<file path="src/rtl/pixel_array_ctrl.sv">
// pixel_array_ctrl: sequencer for a 4-pixel array.
// Drives ERASE -> EXPOSE -> CONVERT (ramp count on DATA) -> READ0..3 -> DONE,
// captures each pixel value from DATA and presents it with a valid pulse.
// Every output is a register loaded from the next-state decode, so each
// strobe changes cleanly on a clock edge and drops at once on reset.
// Optional build macro: GRAY_COUNTER_EN. When defined, the count is driven
// Gray-coded and captured values are converted back to binary.
module pixel_array_ctrl #(
  parameter int C_ERASE  = 5,
  parameter int C_EXPOSE = 255,
  parameter int C_READ   = 5,
  parameter int COUNT_W  = 8
) (
  input  logic               clk,
  input  logic               reset,
  input  logic               start,
  output logic               busy,
  output logic               erase,
  output logic               expose,
  output logic               convert,
  output logic [3:0]         read,
  output logic               data_oe,
  output logic [COUNT_W-1:0] data_out,
  input  logic [COUNT_W-1:0] data_in,
  output logic [COUNT_W-1:0] pixel_data,
  output logic [1:0]         pixel_idx,
  output logic               pixel_valid,
  output logic               frame_done
);

  localparam logic [2:0] S_IDLE    = 3'd0;
  localparam logic [2:0] S_ERASE   = 3'd1;
  localparam logic [2:0] S_EXPOSE  = 3'd2;
  localparam logic [2:0] S_CONVERT = 3'd3;
  localparam logic [2:0] S_READ    = 3'd4;
  localparam logic [2:0] S_DONE    = 3'd5;

  // Last value of the phase counter in each timed state.
  localparam logic [31:0] ERASE_LAST  = 32'(C_ERASE - 1);
  localparam logic [31:0] EXPOSE_LAST = 32'(C_EXPOSE - 1);
  localparam logic [31:0] CONV_LAST   = 32'((64'd1 << COUNT_W) - 64'd1);
  localparam logic [31:0] READ_LAST   = 32'(C_READ - 1);

`ifdef GRAY_COUNTER_EN
  function automatic logic [COUNT_W-1:0] enc_count(input logic [COUNT_W-1:0] b);
    return b ^ (b >> 1);
  endfunction

  function automatic logic [COUNT_W-1:0] dec_data(input logic [COUNT_W-1:0] g);
    logic [COUNT_W-1:0] b;
    b[COUNT_W-1] = g[COUNT_W-1];
    for (int i = COUNT_W - 2; i >= 0; i--) begin
      b[i] = b[i+1] ^ g[i];
    end
    return b;
  endfunction
`else
  function automatic logic [COUNT_W-1:0] enc_count(input logic [COUNT_W-1:0] b);
    return b;
  endfunction

  function automatic logic [COUNT_W-1:0] dec_data(input logic [COUNT_W-1:0] g);
    return g;
  endfunction
`endif

  logic [2:0]  state, state_next;
  logic [31:0] phase, phase_next;
  logic [1:0]  rsel, rsel_next;
  logic        capture;

  // Next-state, phase counter and pixel select; phase restarts at 0 on
  // every state change so the CONVERT count starts from zero.
  always_comb begin
    state_next = state;
    phase_next = phase;
    rsel_next  = rsel;
    capture    = 1'b0;
    case (state)
      S_IDLE: begin
        if (start) begin
          state_next = S_ERASE;
          phase_next = '0;
        end
      end
      S_ERASE: begin
        if (phase == ERASE_LAST) begin
          state_next = S_EXPOSE;
          phase_next = '0;
        end else begin
          phase_next = phase + 32'd1;
        end
      end
      S_EXPOSE: begin
        if (phase == EXPOSE_LAST) begin
          state_next = S_CONVERT;
          phase_next = '0;
        end else begin
          phase_next = phase + 32'd1;
        end
      end
      S_CONVERT: begin
        if (phase == CONV_LAST) begin
          state_next = S_READ;
          phase_next = '0;
          rsel_next  = 2'd0;
        end else begin
          phase_next = phase + 32'd1;
        end
      end
      S_READ: begin
        if (phase == READ_LAST) begin
          // This edge ends the last READ cycle of the current pixel.
          capture    = 1'b1;
          phase_next = '0;
          if (rsel == 2'd3) begin
            state_next = S_DONE;
          end else begin
            rsel_next = rsel + 2'd1;
          end
        end else begin
          phase_next = phase + 32'd1;
        end
      end
      S_DONE: begin
        state_next = S_IDLE;
      end
      default: begin
        state_next = S_IDLE;
        phase_next = '0;
        rsel_next  = 2'd0;
      end
    endcase
  end

  // State registers.
  always_ff @(posedge clk or negedge reset) begin
    if (!reset) begin
      state <= S_IDLE;
      phase <= '0;
      rsel  <= 2'd0;
    end else begin
      state <= state_next;
      phase <= phase_next;
      rsel  <= rsel_next;
    end
  end

  // Moore outputs, registered from the next-state decode.
  always_ff @(posedge clk or negedge reset) begin
    if (!reset) begin
      busy       <= 1'b0;
      erase      <= 1'b0;
      expose     <= 1'b0;
      convert    <= 1'b0;
      data_oe    <= 1'b0;
      data_out   <= '0;
      read       <= 4'b0000;
      frame_done <= 1'b0;
    end else begin
      busy       <= (state_next != S_IDLE);
      erase      <= (state_next == S_ERASE);
      expose     <= (state_next == S_EXPOSE);
      convert    <= (state_next == S_CONVERT);
      data_oe    <= (state_next == S_CONVERT);
      data_out   <= (state_next == S_CONVERT) ? enc_count(phase_next[COUNT_W-1:0]) : '0;
      read       <= (state_next == S_READ) ? (4'b0001 << rsel_next) : 4'b0000;
      frame_done <= (state_next == S_DONE);
    end
  end

  // Pixel capture; value and index hold until the next capture.
  always_ff @(posedge clk or negedge reset) begin
    if (!reset) begin
      pixel_data  <= '0;
      pixel_idx   <= 2'd0;
      pixel_valid <= 1'b0;
    end else begin
      pixel_valid <= capture;
      if (capture) begin
        pixel_data <= dec_data(data_in);
        pixel_idx  <= rsel;
      end
    end
  end

endmodule

</file>
<file path="config.mk">
export PLATFORM = sky130hd
export DESIGN_NAME = pixel_array_ctrl
export DESIGN_NICKNAME = d
export VERILOG_FILES = /design/src/rtl/pixel_array_ctrl.sv
export SDC_FILE = /design/constraint.sdc
export NUM_CORES = 1
export LEC_CHECK = 0
export ABC_CLOCK_PERIOD_IN_PS = 4500
export BUFFER_PORTS_ARGS = -buffer_cell sky130_fd_sc_hd__buf_2
export CORE_MARGIN = 2
export CORE_UTILIZATION = 50
export CTS_BUF_LIST = sky130_fd_sc_hd__clkbuf_8
export CTS_CLUSTER_DIAMETER = 150
export CTS_CLUSTER_SIZE = 28
export DETAILED_ROUTE_END_ITERATION = 8
export PLACE_DENSITY = 0.7
export SYNTH_ARGS = -nofsm -noshare
export SYNTH_HDL_FRONTEND = slang
export SYNTH_SLANG_ARGS = --single-unit
</file>
<file path="constraint.sdc">
create_clock -name clk -period 4.5 [get_ports clk]
set_input_delay 1.125 -clock clk [delete_from_list [all_inputs] [get_ports clk]]
set_output_delay 1.125 -clock clk [all_outputs]
set_load 0.01 [all_outputs]
</file>
==> results.md <==
- Entering global routing, the biggest net connects 46 pins.
- The prevailing post-synth register cell is sky130_fd_sc_hd__dfrtp_1.
- In this run, post-CTS hold repair placed 0 buffers.
- The initial antenna violation count is 0.
- The total nets after synthesis is 340.
- STA puts the critical path data arrival time at 3100 ps.
- The number of filler instances in the final layout is 534.
- The count of nets after finishing is 377.
- The unique cell type count in the Yosys netlist is 59.
- The tightest hold path in the finished design has a slack of 502 ps.
- Measured along the x axis, the die boundary spans 86.2 um.
- For this run, design rule violations remaining after detail routing come to 0.
- The TritonCTS buffer count is 9.
- In this run the mean area of a mapped cell was 10.4 um^2.
- The least setup slack across all paths after layout is 1630 ps.
- The cell with the most instances after synthesis is sky130_fd_sc_hd__dfrtp_1.
- The count of inserted antenna diode cells is 0.
- The die height is 86.2 um.
- The number of detailed-route iterations in the first pass is 5.
- STA classifies the critical path startpoint as a register.
- The summed negative setup slack over all endpoints is 0 ps.
- Setup repair after global routing left no endpoint under its margin.
- The post-placement worst setup slack is 1640 ps.
- The share of total power in combinational logic is 1.5%.
- The number of clock sinks is 65.
- The area share of the leading cell type in the synthesized netlist is 48.2%.
- The internal portion of the total power is 896 uW.
- The leakage power summed over all cells is 1.81 nW.
- Summing the sequential cell areas from Yosys gives 48.2% of the chip area.
- The hold violation count in the final report is 0.
- The critical path class is reg -> reg.
- The tree is rooted in a sky130_fd_sc_hd__clkbuf_8.
- The global placer's final weighted congestion is 0.839.
- The cell taking the most area after synthesis is sky130_fd_sc_hd__dfrtp_1.
- For the worst setup path, the data required time is 4730 ps.
- The total setup buffers inserted after CTS is 0.
- Sorting the synthesized cells by area gives the leading types as sky130_fd_sc_hd__dfrtp_1 (48%), sky130_fd_sc_hd__mux2_2 (3.3%), sky130_fd_sc_hd__nor2_1 (3.3%), sky130_fd_sc_hd__nand2_1 (3.1%), sky130_fd_sc_hd__xnor2_1 (2.3%).
- For the worst-skew pair, the clock arrives at the later sink with an insertion delay of 350 ps.
- The starting utilization of the core area is 52.6%.
- The max-capacitance violation count is 0.
- The HPWL after detailed placement is 4740 um.
- The flow ran to the end, and the final reports show no timing, DRC or antenna violations.
- The number of routed nets with antenna violations is 0.
- The number of synthesized flops with an enable pin is 0.
- For this run the aggregate overflow at the end of global routing stands at 0.
- The total core area is 6420 um^2.
- The final critical path takes up 63.8% of the cycle.
- Across the whole layout, storage elements account for 1630 um^2.
- The worst setup path is captured at a register.
- The worst clock skew is 11.5 ps.
- Counting flops and latches in the post-synthesis netlist gives 65.
- The via count normalized by instance count is 5.77.
- The via count of the first global-routing pass is 2520.
- The worst min-delay path class is reg -> reg.
- The largest buffer count on any clock path is 2.
- The post-synth design cell area is 3380 um^2.
- The wire length of the first global-routing pass is 12200 um.
- 40 I/O pins were placed.
- The power density relative to cell area is 299 nW/um^2.
- The share of synthesized registers carrying an async set or reset is 100%.
- The post-detailed-routing wire length is 6940 um.
- The switching power is 242 uW.
- After layout, the minimum clock period comes to 2870 ps.
- The final setup violation count is 0.
- The synthesis-to-finish area growth is 12.6%.
- The gate count of the mapped netlist is 326.
- Of the total power, the share spent switching nets is 21.2%.
- The multi-input combinational cells in the finished layout cover a total of 1600 um^2.
- The post-cts repair resize count is 0.
- In the final routed layout, each cell accounts on average for 15.6 um.
- The total routing usage reported by global routing is 20.8%.
- The final max-slew violation count is 0.
- The relative slew slack is 35.2%.
- The detailed router's first-iteration violation count is 187.
- The completed layout was analyzed and its total power is 1.14 mW.
- The actual slew at the worst max-slew pin is 972 ps.
- Of the total power, registers draw 51.3%.
- The clock transition at the registers of the reported paths is 80 ps.
- The maximum operating frequency is 348 MHz.
- The number of levels the H-tree was split into is 3.
- The die outline area is 7420 um^2.
- Per report_power, the clock group accounts for 47.2% of the total.
- By count the netlist is led by sky130_fd_sc_hd__dfrtp_1 (65), sky130_fd_sc_hd__nor2_1 (30), sky130_fd_sc_hd__nand2_1 (28), sky130_fd_sc_hd__a21oi_1 (15), sky130_fd_sc_hd__nor3_1 (14).
- The maximum net fanout on the critical path is 33.
- The clock tree from TritonCTS is done.
- The yosys synthesis warning count is 0.
- The share of cells above drive strength 1 is 24.5%.
- The peak supply drop is 0.138 mV.
- Buffers placed on the I/O ports in this run total 39.
- The site row count is 29.
- The number of vias after detailed routing is 2568.
-- cells by family after synthesis --
family                     after synthesis  share of synthesized area, %
and+or+nand+nor                        140                          25.5
adders and majority gates                3                          1.11
buffers and inverters                   29                          4.41
DFF                                     65                          48.2
muxes                                   10                          3.34
xor gates and xnor gates                14                          3.63
AOI/OAI and AO/OA                       65                          13.9
-- final timing paths --
kind / from / end / slack (ps) / cells after the start
min in group asynchronous: reset / expose / 930 / 1
hold reg to reg: pixel_data[7] / pixel_data[7] / 500 / 1
max in group asynchronous: reset / phase[23] / 2830 / 2
hold / removal: pixel_data[7] / pixel_data[7] / 500 / 1
setup / recovery: phase[8] / phase[20] / 1630 / 6
setup reg to reg: phase[8] / phase[20] / 1630 / 6
-- per-layer routing --
layer / vias up / GRT usage [%] / part of all wire, %
met4: 0 / 6.93 / 1.4
met1: 1238 / 28.9 / 47
li1: 1263 / - / -
met5: - / 0 / 0
met2: 56 / 32.3 / 48
met3: 11 / 4.72 / 4.1
-- layout make-up --
| class | count | area share, % |
|---|---|---|
| inverter | 13 | 1.28 |
| clock buffer | 9 | 3.26 |
| clock inverter | 7 | 2.34 |
| tap | 77 | 2.53 |
| sequential | 65 | 42.8 |
| timing repair buffer | 42 | 5.73 |
| multi-input combinational | 232 | 42.1 |
-- state kept, by name, summed over array words and instances, names as in the netlist --
register,cells
read,4
rsel,2
data_oe,1
expose,1
data_out,8
busy,1
pixel_valid,1
pixel_data,8
pixel_idx,2
frame_done,1
phase,32
state,3
erase,1
-- worst max-delay path, stage by stage (launching register included) --
cell and delay (ps):
sky130_fd_sc_hd__dfrtp_1 460, sky130_fd_sc_hd__nor4_2 350, sky130_fd_sc_hd__nand4_2 410, sky130_fd_sc_hd__o31ai_4 550, sky130_fd_sc_hd__nand4_4 490, sky130_fd_sc_hd__nor2_4 390
sky130_fd_sc_hd__nor2_1 90
-- cell usage in the layout (no fill, tap or decap), types with 4 or more instances in the layout --
cell	netlist	routed
sky130_fd_sc_hd__nand3_1	8	8
sky130_fd_sc_hd__clkbuf_8	0	9
sky130_fd_sc_hd__o21a_1	4	4
sky130_fd_sc_hd__nand4_1	9	9
sky130_fd_sc_hd__a21oi_1	15	15
sky130_fd_sc_hd__nand2_1	28	28
sky130_fd_sc_hd__mux2_2	10	10
sky130_fd_sc_hd__xnor2_1	9	9
sky130_fd_sc_hd__nor3_1	14	14
sky130_fd_sc_hd__a31oi_1	12	12
sky130_fd_sc_hd__nor2_1	30	30
sky130_fd_sc_hd__inv_1	11	14
sky130_fd_sc_hd__and2_1	4	4
sky130_fd_sc_hd__and3_1	6	6
sky130_fd_sc_hd__xor2_1	5	5
sky130_fd_sc_hd__o21ai_0	9	9
sky130_fd_sc_hd__buf_2	5	39
sky130_fd_sc_hd__nor4_1	7	7
sky130_fd_sc_hd__and4_1	6	6
sky130_fd_sc_hd__dfrtp_1	65	65
-- through the flow --
stage	utilization [%]	cell area [um^2]	cells
6_report	59.2	3800	445
5_1_grt	59.2	3800	445
4_1_cts	59.2	3800	445
3_5_place_dp	55.9	3590	429
3_3_place_gp	55.9	3590	429
2_1_floorplan	-	3380	326
-- power groups by stage --
stage | clock network, mW | registers, mW | logic, mW
floorplan | 0 | 0.595 | 0.000327
global placement | 0 | 0.595 | 0.0176
detailed placement | 0 | 0.595 | 0.0179
CTS | 0.546 | 0.584 | 0.0179
global route | 0.571 | 0.584 | 0.0198
finish | 0.537 | 0.584 | 0.0167
Note: power is estimated with default switching activity, not from simulation.
